**src/rtl/rv_pipe_pkg.sv**
```systemverilog
// Shared types and codes for the RV32I pipeline registers.
// Holds write-back/forward select encodings, the ID/EX bundles and a register-match helper.
package rv_pipe_pkg;

  localparam logic [1:0] WB_ALU = 2'b00;
  localparam logic [1:0] WB_MEM = 2'b01;
  localparam logic [1:0] WB_PC4 = 2'b10;

  localparam logic [1:0] FWD_REG = 2'b00;
  localparam logic [1:0] FWD_MEM = 2'b01;
  localparam logic [1:0] FWD_WB  = 2'b10;

  typedef struct packed {
    logic       a_sel;
    logic       b_sel;
    logic       reg_wren;
    logic       brun;
    logic       mem_wren;
    logic [3:0] alu_sel;
    logic [1:0] wb_sel;
    logic [2:0] funct_3;
  } id_ex_ctrl_t;

  // All-zero value of this struct is both the reset state and the bubble.
  typedef struct packed {
    logic        valid;
    logic [31:0] pc;
    logic [31:0] rs1_data;
    logic [31:0] rs2_data;
    logic [31:0] imm;
    logic [4:0]  rd;
    logic [1:0]  fwd_a;
    logic [1:0]  fwd_b;
    id_ex_ctrl_t ctrl;
  } id_ex_reg_t;

  // True when a producer writing rd supplies source register rs; x0 never matches.
  function automatic logic rd_hit(input logic wren, input logic [4:0] rd, input logic [4:0] rs);
    return wren && (rd != 5'd0) && (rd == rs);
  endfunction

endpackage

```
**src/rtl/id_ex_fwd_unit.sv**
```systemverilog
// Hazard and forwarding compares for the ID/EX register.
// Produces the load-use flag, next-cycle EX forward selects and write-back bypass enables.
module id_ex_fwd_unit
  import rv_pipe_pkg::*;
(
  input  logic [4:0] rs1,
  input  logic [4:0] rs2,
  input  logic       rs1_hazard_on,
  input  logic       rs2_hazard_on,
  input  logic       ex_valid,
  input  logic       ex_reg_wren,
  input  logic [1:0] ex_wb_sel,
  input  logic [4:0] ex_rd,
  input  logic       exmem_reg_wren,
  input  logic [4:0] exmem_rd,
  input  logic       wb_reg_wren,
  input  logic [4:0] wb_rd,
  output logic       load_use,
  output logic [1:0] fwd_a_nxt,
  output logic [1:0] fwd_b_nxt,
  output logic       byp_a,
  output logic       byp_b
);

  logic ex_is_load;
  logic ex_writes;

  assign ex_is_load = ex_valid && (ex_wb_sel == WB_MEM);
  assign ex_writes  = ex_valid && ex_reg_wren;

  always_comb begin
    // NOTE: every output gets a default first so no path through the block can infer a latch.
    fwd_a_nxt = FWD_REG;
    fwd_b_nxt = FWD_REG;

    // The instruction in EX now sits in MEM next cycle, the one in MEM sits in WB.
    if (rd_hit(ex_writes, ex_rd, rs1))                fwd_a_nxt = FWD_MEM;
    else if (rd_hit(exmem_reg_wren, exmem_rd, rs1))   fwd_a_nxt = FWD_WB;

    if (rd_hit(ex_writes, ex_rd, rs2))                fwd_b_nxt = FWD_MEM;
    else if (rd_hit(exmem_reg_wren, exmem_rd, rs2))   fwd_b_nxt = FWD_WB;
  end

  assign load_use = (rs1_hazard_on && rd_hit(ex_is_load, ex_rd, rs1)) ||
                    (rs2_hazard_on && rd_hit(ex_is_load, ex_rd, rs2));

  assign byp_a = rd_hit(wb_reg_wren, wb_rd, rs1);
  assign byp_b = rd_hit(wb_reg_wren, wb_rd, rs2);

endmodule

```
**src/rtl/id_ex_stage.sv**
```systemverilog
// ID/EX pipeline register: captures the decoded bundle, inserts load-use bubbles,
// squashes on taken branch, and registers EX forward selects with write-back bypass.
module id_ex_stage
  import rv_pipe_pkg::*;
(
  input  logic        i_clk,
  input  logic        i_reset_n,
  input  logic [31:0] i_inst,
  input  logic [31:0] i_pc,
  input  logic        i_a_sel,
  input  logic        i_b_sel,
  input  logic        i_reg_wren,
  input  logic        i_brun,
  input  logic        i_mem_wren,
  input  logic [3:0]  i_alu_sel,
  input  logic [1:0]  i_wb_sel,
  input  logic [2:0]  i_funct_3,
  input  logic [31:0] i_rs1_data,
  input  logic [31:0] i_rs2_data,
  input  logic [31:0] i_imm,
  input  logic        i_rs1_hazard_on,
  input  logic        i_rs2_hazard_on,
  input  logic [4:0]  i_exmem_rd,
  input  logic        i_exmem_reg_wren,
  input  logic [4:0]  i_wb_rd,
  input  logic        i_wb_reg_wren,
  input  logic [31:0] i_wb_rd_data,
  input  logic        i_flush,
  input  logic        i_hold,
  output logic        o_valid,
  output logic [31:0] o_pc,
  output logic [31:0] o_rs1_data,
  output logic [31:0] o_rs2_data,
  output logic [31:0] o_imm,
  output logic [4:0]  o_rd,
  output logic [3:0]  o_alu_sel,
  output logic [1:0]  o_wb_sel,
  output logic [2:0]  o_funct_3,
  output logic        o_a_sel,
  output logic        o_b_sel,
  output logic        o_reg_wren,
  output logic        o_brun,
  output logic        o_mem_wren,
  output logic [1:0]  o_fwd_a_sel,
  output logic [1:0]  o_fwd_b_sel,
  output logic        o_stall
);

  logic [4:0] rs1, rs2, rd;
  logic       unused_inst_bits;
  logic       load_use;
  logic [1:0] fwd_a_nxt, fwd_b_nxt;
  logic       byp_a, byp_b;

  id_ex_reg_t stage_d, stage_q;

  assign rs1 = i_inst[19:15];
  assign rs2 = i_inst[24:20];
  assign rd  = i_inst[11:7];
  assign unused_inst_bits = ^{i_inst[31:25], i_inst[14:12], i_inst[6:0]};

  id_ex_fwd_unit u_fwd (
    .rs1            (rs1),
    .rs2            (rs2),
    .rs1_hazard_on  (i_rs1_hazard_on),
    .rs2_hazard_on  (i_rs2_hazard_on),
    .ex_valid       (stage_q.valid),
    .ex_reg_wren    (stage_q.ctrl.reg_wren),
    .ex_wb_sel      (stage_q.ctrl.wb_sel),
    .ex_rd          (stage_q.rd),
    .exmem_reg_wren (i_exmem_reg_wren),
    .exmem_rd       (i_exmem_rd),
    .wb_reg_wren    (i_wb_reg_wren),
    .wb_rd          (i_wb_rd),
    .load_use       (load_use),
    .fwd_a_nxt      (fwd_a_nxt),
    .fwd_b_nxt      (fwd_b_nxt),
    .byp_a          (byp_a),
    .byp_b          (byp_b)
  );

  always_comb begin
    stage_d               = '0;
    stage_d.valid         = 1'b1;
    stage_d.pc            = i_pc;
    stage_d.rs1_data      = byp_a ? i_wb_rd_data : i_rs1_data;
    stage_d.rs2_data      = byp_b ? i_wb_rd_data : i_rs2_data;
    stage_d.imm           = i_imm;
    stage_d.rd            = rd;
    stage_d.fwd_a         = fwd_a_nxt;
    stage_d.fwd_b         = fwd_b_nxt;
    stage_d.ctrl.a_sel    = i_a_sel;
    stage_d.ctrl.b_sel    = i_b_sel;
    stage_d.ctrl.reg_wren = i_reg_wren;
    stage_d.ctrl.brun     = i_brun;
    stage_d.ctrl.mem_wren = i_mem_wren;
    stage_d.ctrl.alu_sel  = i_alu_sel;
    stage_d.ctrl.wb_sel   = i_wb_sel;
    stage_d.ctrl.funct_3  = i_funct_3;
  end

  // Hold masks everything; flush outranks the load-use stall.
  assign o_stall = load_use && !i_hold && !i_flush;

  always_ff @(posedge i_clk or negedge i_reset_n) begin
    // NOTE: sequential state uses non-blocking assignments so every flop samples pre-edge values.
    if (!i_reset_n) begin
      // NOTE: the whole bundle is reset; these are control-bearing flops, not a memory array.
      stage_q <= '0;
    end else if (!i_hold) begin
      if (i_flush || load_use) stage_q <= '0;
      else                     stage_q <= stage_d;
    end
  end

  assign o_valid     = stage_q.valid;
  assign o_pc        = stage_q.pc;
  assign o_rs1_data  = stage_q.rs1_data;
  assign o_rs2_data  = stage_q.rs2_data;
  assign o_imm       = stage_q.imm;
  assign o_rd        = stage_q.rd;
  assign o_alu_sel   = stage_q.ctrl.alu_sel;
  assign o_wb_sel    = stage_q.ctrl.wb_sel;
  assign o_funct_3   = stage_q.ctrl.funct_3;
  assign o_a_sel     = stage_q.ctrl.a_sel;
  assign o_b_sel     = stage_q.ctrl.b_sel;
  assign o_reg_wren  = stage_q.ctrl.reg_wren;
  assign o_brun      = stage_q.ctrl.brun;
  assign o_mem_wren  = stage_q.ctrl.mem_wren;
  assign o_fwd_a_sel = stage_q.fwd_a;
  assign o_fwd_b_sel = stage_q.fwd_b;

endmodule

```
**config.mk**
```make
export PLATFORM = sky130hd
export DESIGN_NAME = id_ex_stage
export DESIGN_NICKNAME = d
export VERILOG_FILES = /design/src/rtl/rv_pipe_pkg.sv /design/src/rtl/id_ex_fwd_unit.sv /design/src/rtl/id_ex_stage.sv
export SDC_FILE = /design/constraint.sdc
export NUM_CORES = 1
export LEC_CHECK = 0
export CAP_MARGIN = 40
export CELL_PAD_IN_SITES_DETAIL_PLACEMENT = 0
export CELL_PAD_IN_SITES_GLOBAL_PLACEMENT = 1
export CORE_MARGIN = 5
export CORE_UTILIZATION = 28
export CTS_CLUSTER_DIAMETER = 120
export DETAILED_ROUTE_END_ITERATION = 10
export PLACE_DENSITY_LB_ADDON = 0.1
export SYNTH_ARGS = -nofsm -noshare
export SYNTH_HDL_FRONTEND = slang
export SYNTH_SLANG_ARGS = --single-unit
```
**constraint.sdc**
```tcl
create_clock -name i_clk -period 2.73 [get_ports i_clk]
set_clock_uncertainty 0.05 [all_clocks]
set_input_delay 0.273 -clock i_clk [delete_from_list [all_inputs] [get_ports i_clk]]
set_output_delay 0.273 -clock i_clk [all_outputs]
set_load 0.02 [all_outputs]
```
==> results of run 1 <==
[through the flow]
stage                     cells  setup TNS (ps)
after floorplan             537               0
after global placement     1178           -1390
after detailed placement   1179           -96.7
after CTS                  1212               0
after global routing       1213               0
final                      1213               0
[metal layers]
layer,part of all wire,up-vias
met4,0.031,2
met1,0.40,2704
met5,0.00079,-
met2,0.48,253
li1,-,2693
met3,0.089,46
[cell type report]
class	count	area, um^2
fillers	2024	11500
clock buffers	20	467
multi-input cells	344	2450
clock inverters	12	211
diodes	1	2.50
inverters	2	7.51
repair buffers	397	3960
flip-flops and latches	152	3800
well taps	285	357
[cells in the final DEF (no fill, tap or decap), types with 5 or more instances in the layout]
cell,count
o21ai_0,45
clkbuf_16,17
bufinv_16,5
nand2_1,71
clkdlybuf4s50_1,356
mux2i_1,64
dfrtp_1,152
a22o_1,83
xnor2_1,16
buf_4,31
nand3_1,6
xor2_1,14
o21ai_1,26
buf_12,6
[cell families (layout without fill, tap and decap cells)]
| kind of cell | count (synthesis) | after routing | share of synthesized area |
|---|---|---|---|
| AOI/OAI and AO/OA | 157 | 157 | 0.172 |
| xor gates and xnor gates | 30 | 30 | 0.0407 |
| buffers and inverters | 41 | 431 | 0.0356 |
| DFF | 152 | 152 | 0.589 |
| muxes | 64 | 64 | 0.0992 |
| other | 0 | 1 | 0 |
| and+or+nand+nor | 93 | 93 | 0.0637 |
[final timing paths]
kind / startpoint / to / slack, ps / cells past startpoint
max in group asynchronous: i_reset_n / o_rs2_data[10]$_DFFE_PN0N_ / 1560 / 3
worst max-delay path: o_rd[3]$_DFFE_PN0N_ / o_stall / 220 / 6
worst max register to register: o_rd[3]$_DFFE_PN0N_ / o_imm[9]$_DFFE_PN0N_ / 400 / 8
min in group i_clk: i_hold / o_rs1_data[28]$_DFFE_PN0N_ / 340 / 3
worst min register to register: o_rs2_data[3]$_DFFE_PN0N_ / o_rs2_data[3]$_DFFE_PN0N_ / 430 / 2
worst min-delay path: i_reset_n / o_rs2_data[15]$_DFFE_PN0N_ / 330 / 2
[sequential cells by signal, indices dropped and copies added, names as in the netlist]
register	cells
o_a_sel	1
o_alu_sel	4
o_b_sel	1
o_brun	1
o_funct_3	3
o_fwd_a_sel	2
o_fwd_b_sel	2
o_imm	32
o_mem_wren	1
o_pc	32
o_rd	5
o_reg_wren	1
o_rs1_data	32
o_rs2_data	32
o_valid	1
o_wb_sel	2
[what timing repair did]
item | 4_1_cts | 5_1_grt
endpoints found under the hold margin | 49 | 0
gates resized for setup | 1 | 3
hold buffers | 1 | 0
setup buffers | 0 | 0
setup endpoints to repair | 1 | 1
[power breakdown]
| part | total (W) | leakage (nW) | internal, W | switching (W) |
|---|---|---|---|---|
| clock | 0.00270 | 0.326 | 0.00171 | 0.000984 |
| sequential | 0.00253 | 1.98 | 0.00243 | 0.000106 |
| combinational | 0.00137 | 2.34 | 0.000744 | 0.000624 |
| total | 0.00660 | 4.65 | 0.00488 | 0.00171 |
==> metrics, run 1 <==
gr ovfl total=0; CP Max Fanout=5; Post-Syn Nets=761; highest clock rate=399 MHz; Initial Util=0.284; PwrDens=586 nW/um^2; leak pwr=4.65 nW; final core occ=0.495; RSZ-0062 raised after global routing=false; final net count=1138; via count=5698; DR vias/cell=4.70; Post-Route WL=24000 um; CTS Buf Count=17; Synth area leaders=dfrtp_1 (59%), a22o_1 (11%), mux2i_1 (9.9%); Clock Pin Slew Worst Setup and Hold Paths=70 ps; met2 Resource Use GR=0.297; slowest cell on the critical path=a2111o_1; most frequent cells after synthesis=dfrtp_1 (152), a22o_1 (83), nand2_1 (72); final setup margin=225 ps; hold slack=329 ps; Async S/R FF share, synth=1.00; worst slew pin tran=621 ps; DRC=0; dpl hpwl=18200 um; Power Total=0.00660 W; met3 Track Usage GR=0.0670; row count=55; Yosys reg bits=152; leading area contributor after synthesis=dfrtp_1; final setup vio count=0; Skew-Pair Late Insertion Delay=420 ps; worst vdd ir=0.360 mV; CP bufs+invs=1; die footprint=26200 um^2; main flop type after synthesis=dfrtp_1; core area=22700 um^2; slowest stage delay, CP=450 ps; CTS root buf=clkbuf_16; status=finished, final reports clean; pre-CTS WS=-96.7 ps; CTS Buffer Depth=2; pin count of the biggest net entering global routing=60; port buffer count=359; Synth top area share=0.589; gr usage total=0.179; vias in the first global route=6419; CP Launch Type=flip-flop; maxcap violations=0; crit-path cells=xor2_1 > nor3_2 > nand4_1 > a2111o_1 > nor3_1 > clkbuf_2; first-pass detailed-route iteration total=6; Yosys warnings=0; drt initial violations=207; DR WL/cell=19.8 um; M1 GR Usage=0.210; # IOs=377; Slew headroom=0.586; Worst Path Required=2410 ps; CTS sink cnt=152; WS Path Type=reg -> out; HP Class=in -> async; EDFF count, synth=0; Cell variety after synth=26; Period Utilization, post-route=0.918; final RePlAce weighted congestion=0.822; crit path DAT=2180 ps; synthesized instance count=537; H-tree depth reported by CTS=4; Mapped Avg Cell Area=12.0 um^2; Final min period=2510 ps; synthesized cell area=6460 um^2; Seq/Total Area, Yosys=0.589; CTS tree=built; placed cell area=10600 um^2; Die Width=162 um; initial antenna violation count=2; CP delay by family, top=simple AND/OR/NAND/NOR gates; final hold vios=0; fin area=11300 um^2; Crit. End Element=primary output; area grow syn2layout=74.2%; most used routing layer=met2; die height=162 um; DRT antenna net count=0; Pins Over Slew Limit=0; layout cells sized above 1=0.0831; first-pass GRT wire length=36600 um; count leader, synth=dfrtp_1
No activity file was read; power rests on OpenSTA's default activity.
==> run 2, diff against run 1 <==
==> constraint.sdc (replaced) <==
create_clock -name i_clk -period 2.73 [get_ports i_clk]
set_clock_uncertainty 0.05 [all_clocks]
set_input_delay 0.546 -clock i_clk [delete_from_list [all_inputs] [get_ports i_clk]]
set_output_delay 0.546 -clock i_clk [all_outputs]
set_load 0.02 [all_outputs]
==> run 2 against run 1 <==
  * Register-to-register slack barely moved
  * Worst setup slack worse by 200 ps
  * Flip-flop and latch count unchanged
  * Cell area about the same
==> metrics, run 2 (synthesis gave the netlist of run 1 again) <==
Slew headroom=0.547 (-0.0391); maxcap violations=0 (unchanged); drt initial violations=239 (+15%); RSZ-0062 raised after global routing=true; final hold vios=0 (unchanged); DR WL/cell=19.7 um (-0.35%); CTS Buffer Depth=2 (unchanged); Crit. End Element=primary output; pin count of the biggest net entering global routing=156 (+160%); Skew-Pair Late Insertion Delay=410 ps (about the same); fin area=11300 um^2 (about the same); vias in the first global route=6387 (-0.50%); first-pass GRT wire length=37200 um (+1.8%); gr usage total=0.181 (+0.00297); final net count=1144 (+0.53%); final setup vio count=0 (unchanged); CP Launch Type=input port; CTS root buf=clkbuf_16; leak pwr=4.67 nW (+0.49%); CTS tree=built; DRT antenna net count=0 (unchanged); crit-path cells=dlygate4sd2_1 > xor2_1 > nor3_2 > nand4_1 > a2111o_1 > nor3_2 > buf_4; CTS Buf Count=17 (unchanged); # IOs=377 (unchanged); WS Path Type=in -> out; highest clock rate=369 MHz (-7.4%); placed cell area=10600 um^2 (+0.44%); initial antenna violation count=2 (unchanged); worst slew pin tran=680 ps (+58.7 ps); gr ovfl total=0 (unchanged); status=finished, final reports clean; first-pass detailed-route iteration total=4 (-2); Post-Route WL=24000 um (+0.15%); Clock Pin Slew Worst Setup and Hold Paths=70 ps (about the same); CTS sink cnt=152 (unchanged); PwrDens=566 nW/um^2 (-3.6%); final core occ=0.496 (about the same); die height=162 um (unchanged); DR vias/cell=4.66 (-0.75%); Die Width=162 um (unchanged); area grow syn2layout=74.3% (about the same); hold_buf cts=0 (-1); port buffer count=359 (unchanged); crit path DAT=2110 ps (-70 ps); Final min period=2710 ps (+201 ps); slowest cell on the critical path=a2111o_1; CP Max Fanout=2 (-3); die footprint=26200 um^2 (unchanged); Period Utilization, post-route=0.992 (+0.0738); most frequent cells in the layout=clkdlybuf4s50_1 (350), dfrtp_1 (152), a22o_1 (83); Initial Util=0.284 (unchanged); Worst Path Required=2130 ps (-280 ps); HP Class=in -> async; layout cells sized above 1=0.0943 (+0.0113); Pins Over Slew Limit=0 (unchanged); H-tree depth reported by CTS=4 (unchanged); slowest stage delay, CP=450 ps (about the same); worst vdd ir=0.373 mV (+3.7%); dpl hpwl=18200 um (-0.11%); via count=5683 (-0.26%); most frequent cell on the critical path=nor3_2; commonest non-fill, non-tap cell in the layout=clkdlybuf4s50_1; final RePlAce weighted congestion=0.825 (+0.32%); core area=22700 um^2 (unchanged); DRC=0 (unchanged); row count=55 (unchanged)
run 2: cell types whose count changed in the layout (fill, tap and decap cells not counted), moves of 2 or more:
cell             previous run  this run
nor3_2                      1         3
dlygate4sd2_1               0         6
clkbuf_8                    3         0
nor3_1                      2         0
buf_4                      31        37
clkinv_4                    1         3
buf_6                       1         3
clkdlybuf4s50_1           356       350
bufinv_16                   5         3
run 2: timing repair:
action | CTS | global route
endpoints found under the setup margin | 1 | 1
buffers inserted | 0 | 2
pin swaps | 8 | 6
gates resized for setup | 14 | 3
run 2: where the power goes:
| group | internal [W] | total (W) | switching [W] |
|---|---|---|---|
| sequential | 0.00243 | 0.00253 | 0.000105 |
| combinational | 0.000753 | 0.00138 | 0.000629 |
| clock | 0.00146 | 0.00246 | 0.000998 |
| total | 0.00464 | 0.00637 | 0.00173 |
run 2: cell type report:
| type | instances | area [um^2] |
|---|---|---|
| inverters | 2 | 7.51 |
| clock buffers | 17 | 425 |
| diodes | 1 | 2.50 |
| clock inverters | 15 | 190 |
| multi-input cells | 344 | 2470 |
| repair buffers | 403 | 4010 |
| well taps | 285 | 357 |
| flip-flops and latches | 152 | 3800 |
| fillers | 2076 | 11400 |
run 2: metal layers:
metal / vias to the layer above / part of all wire / GRT usage
li1: 2710 / - / -
met1: 2692 / 0.40 / 0.220
met2: 250 / 0.49 / 0.302
met3: 29 / 0.091 / 0.0675
met4: 2 / 0.017 / 0.0565
met5: - / 0.00054 / 0
run 2: final timing paths:
| kind | from | end | slack, ps | cells past startpoint |
|---|---|---|---|---|
| worst max-delay path | i_inst[18] | o_stall | 20 | 7 |
| worst min-delay path | i_reset_n | o_rs2_data[15]$_DFFE_PN0N_ | 70 | 1 |
| worst max register to register | o_rd[3]$_DFFE_PN0N_ | o_pc[10]$_DFFE_PN0N_ | 390 | 9 |
| worst min register to register | o_rs2_data[3]$_DFFE_PN0N_ | o_rs2_data[3]$_DFFE_PN0N_ | 430 | 2 |
| max in group asynchronous | i_reset_n | o_rs1_data[11]$_DFFE_PN0N_ | 1730 | 2 |
| min in group i_clk | o_rs2_data[3]$_DFFE_PN0N_ | o_rs2_data[3]$_DFFE_PN0N_ | 430 | 2 |
run 2: critical path: cells and delay by family:
kind / cells / cell delay (ps)
XOR/XNOR: 1 / 180
AND/OR/NAND/NOR: 3 / 500
AO/OA/AOI/OAI: 1 / 450
buffers and inverters: 2 / 430
run 2: metrics by stage:
stage / total power [W] / hold slack [ps] / worst slack (ps) / TNS (ps) / instances
floorplan: 0.00308 / 200 / 230 / 0 / 537
CTS: 0.00646 / 96.2 / -16.4 / -16.4 / 1216
finish: 0.00637 / 67.0 / 23.2 / 0 / 1219
global route: 0.00666 / 125 / -110 / -110 / 1219
detailed placement: 0.00396 / 423 / -666 / -16310 / 1184
global placement: 0.00395 / 414 / -631 / -19000 / 1183
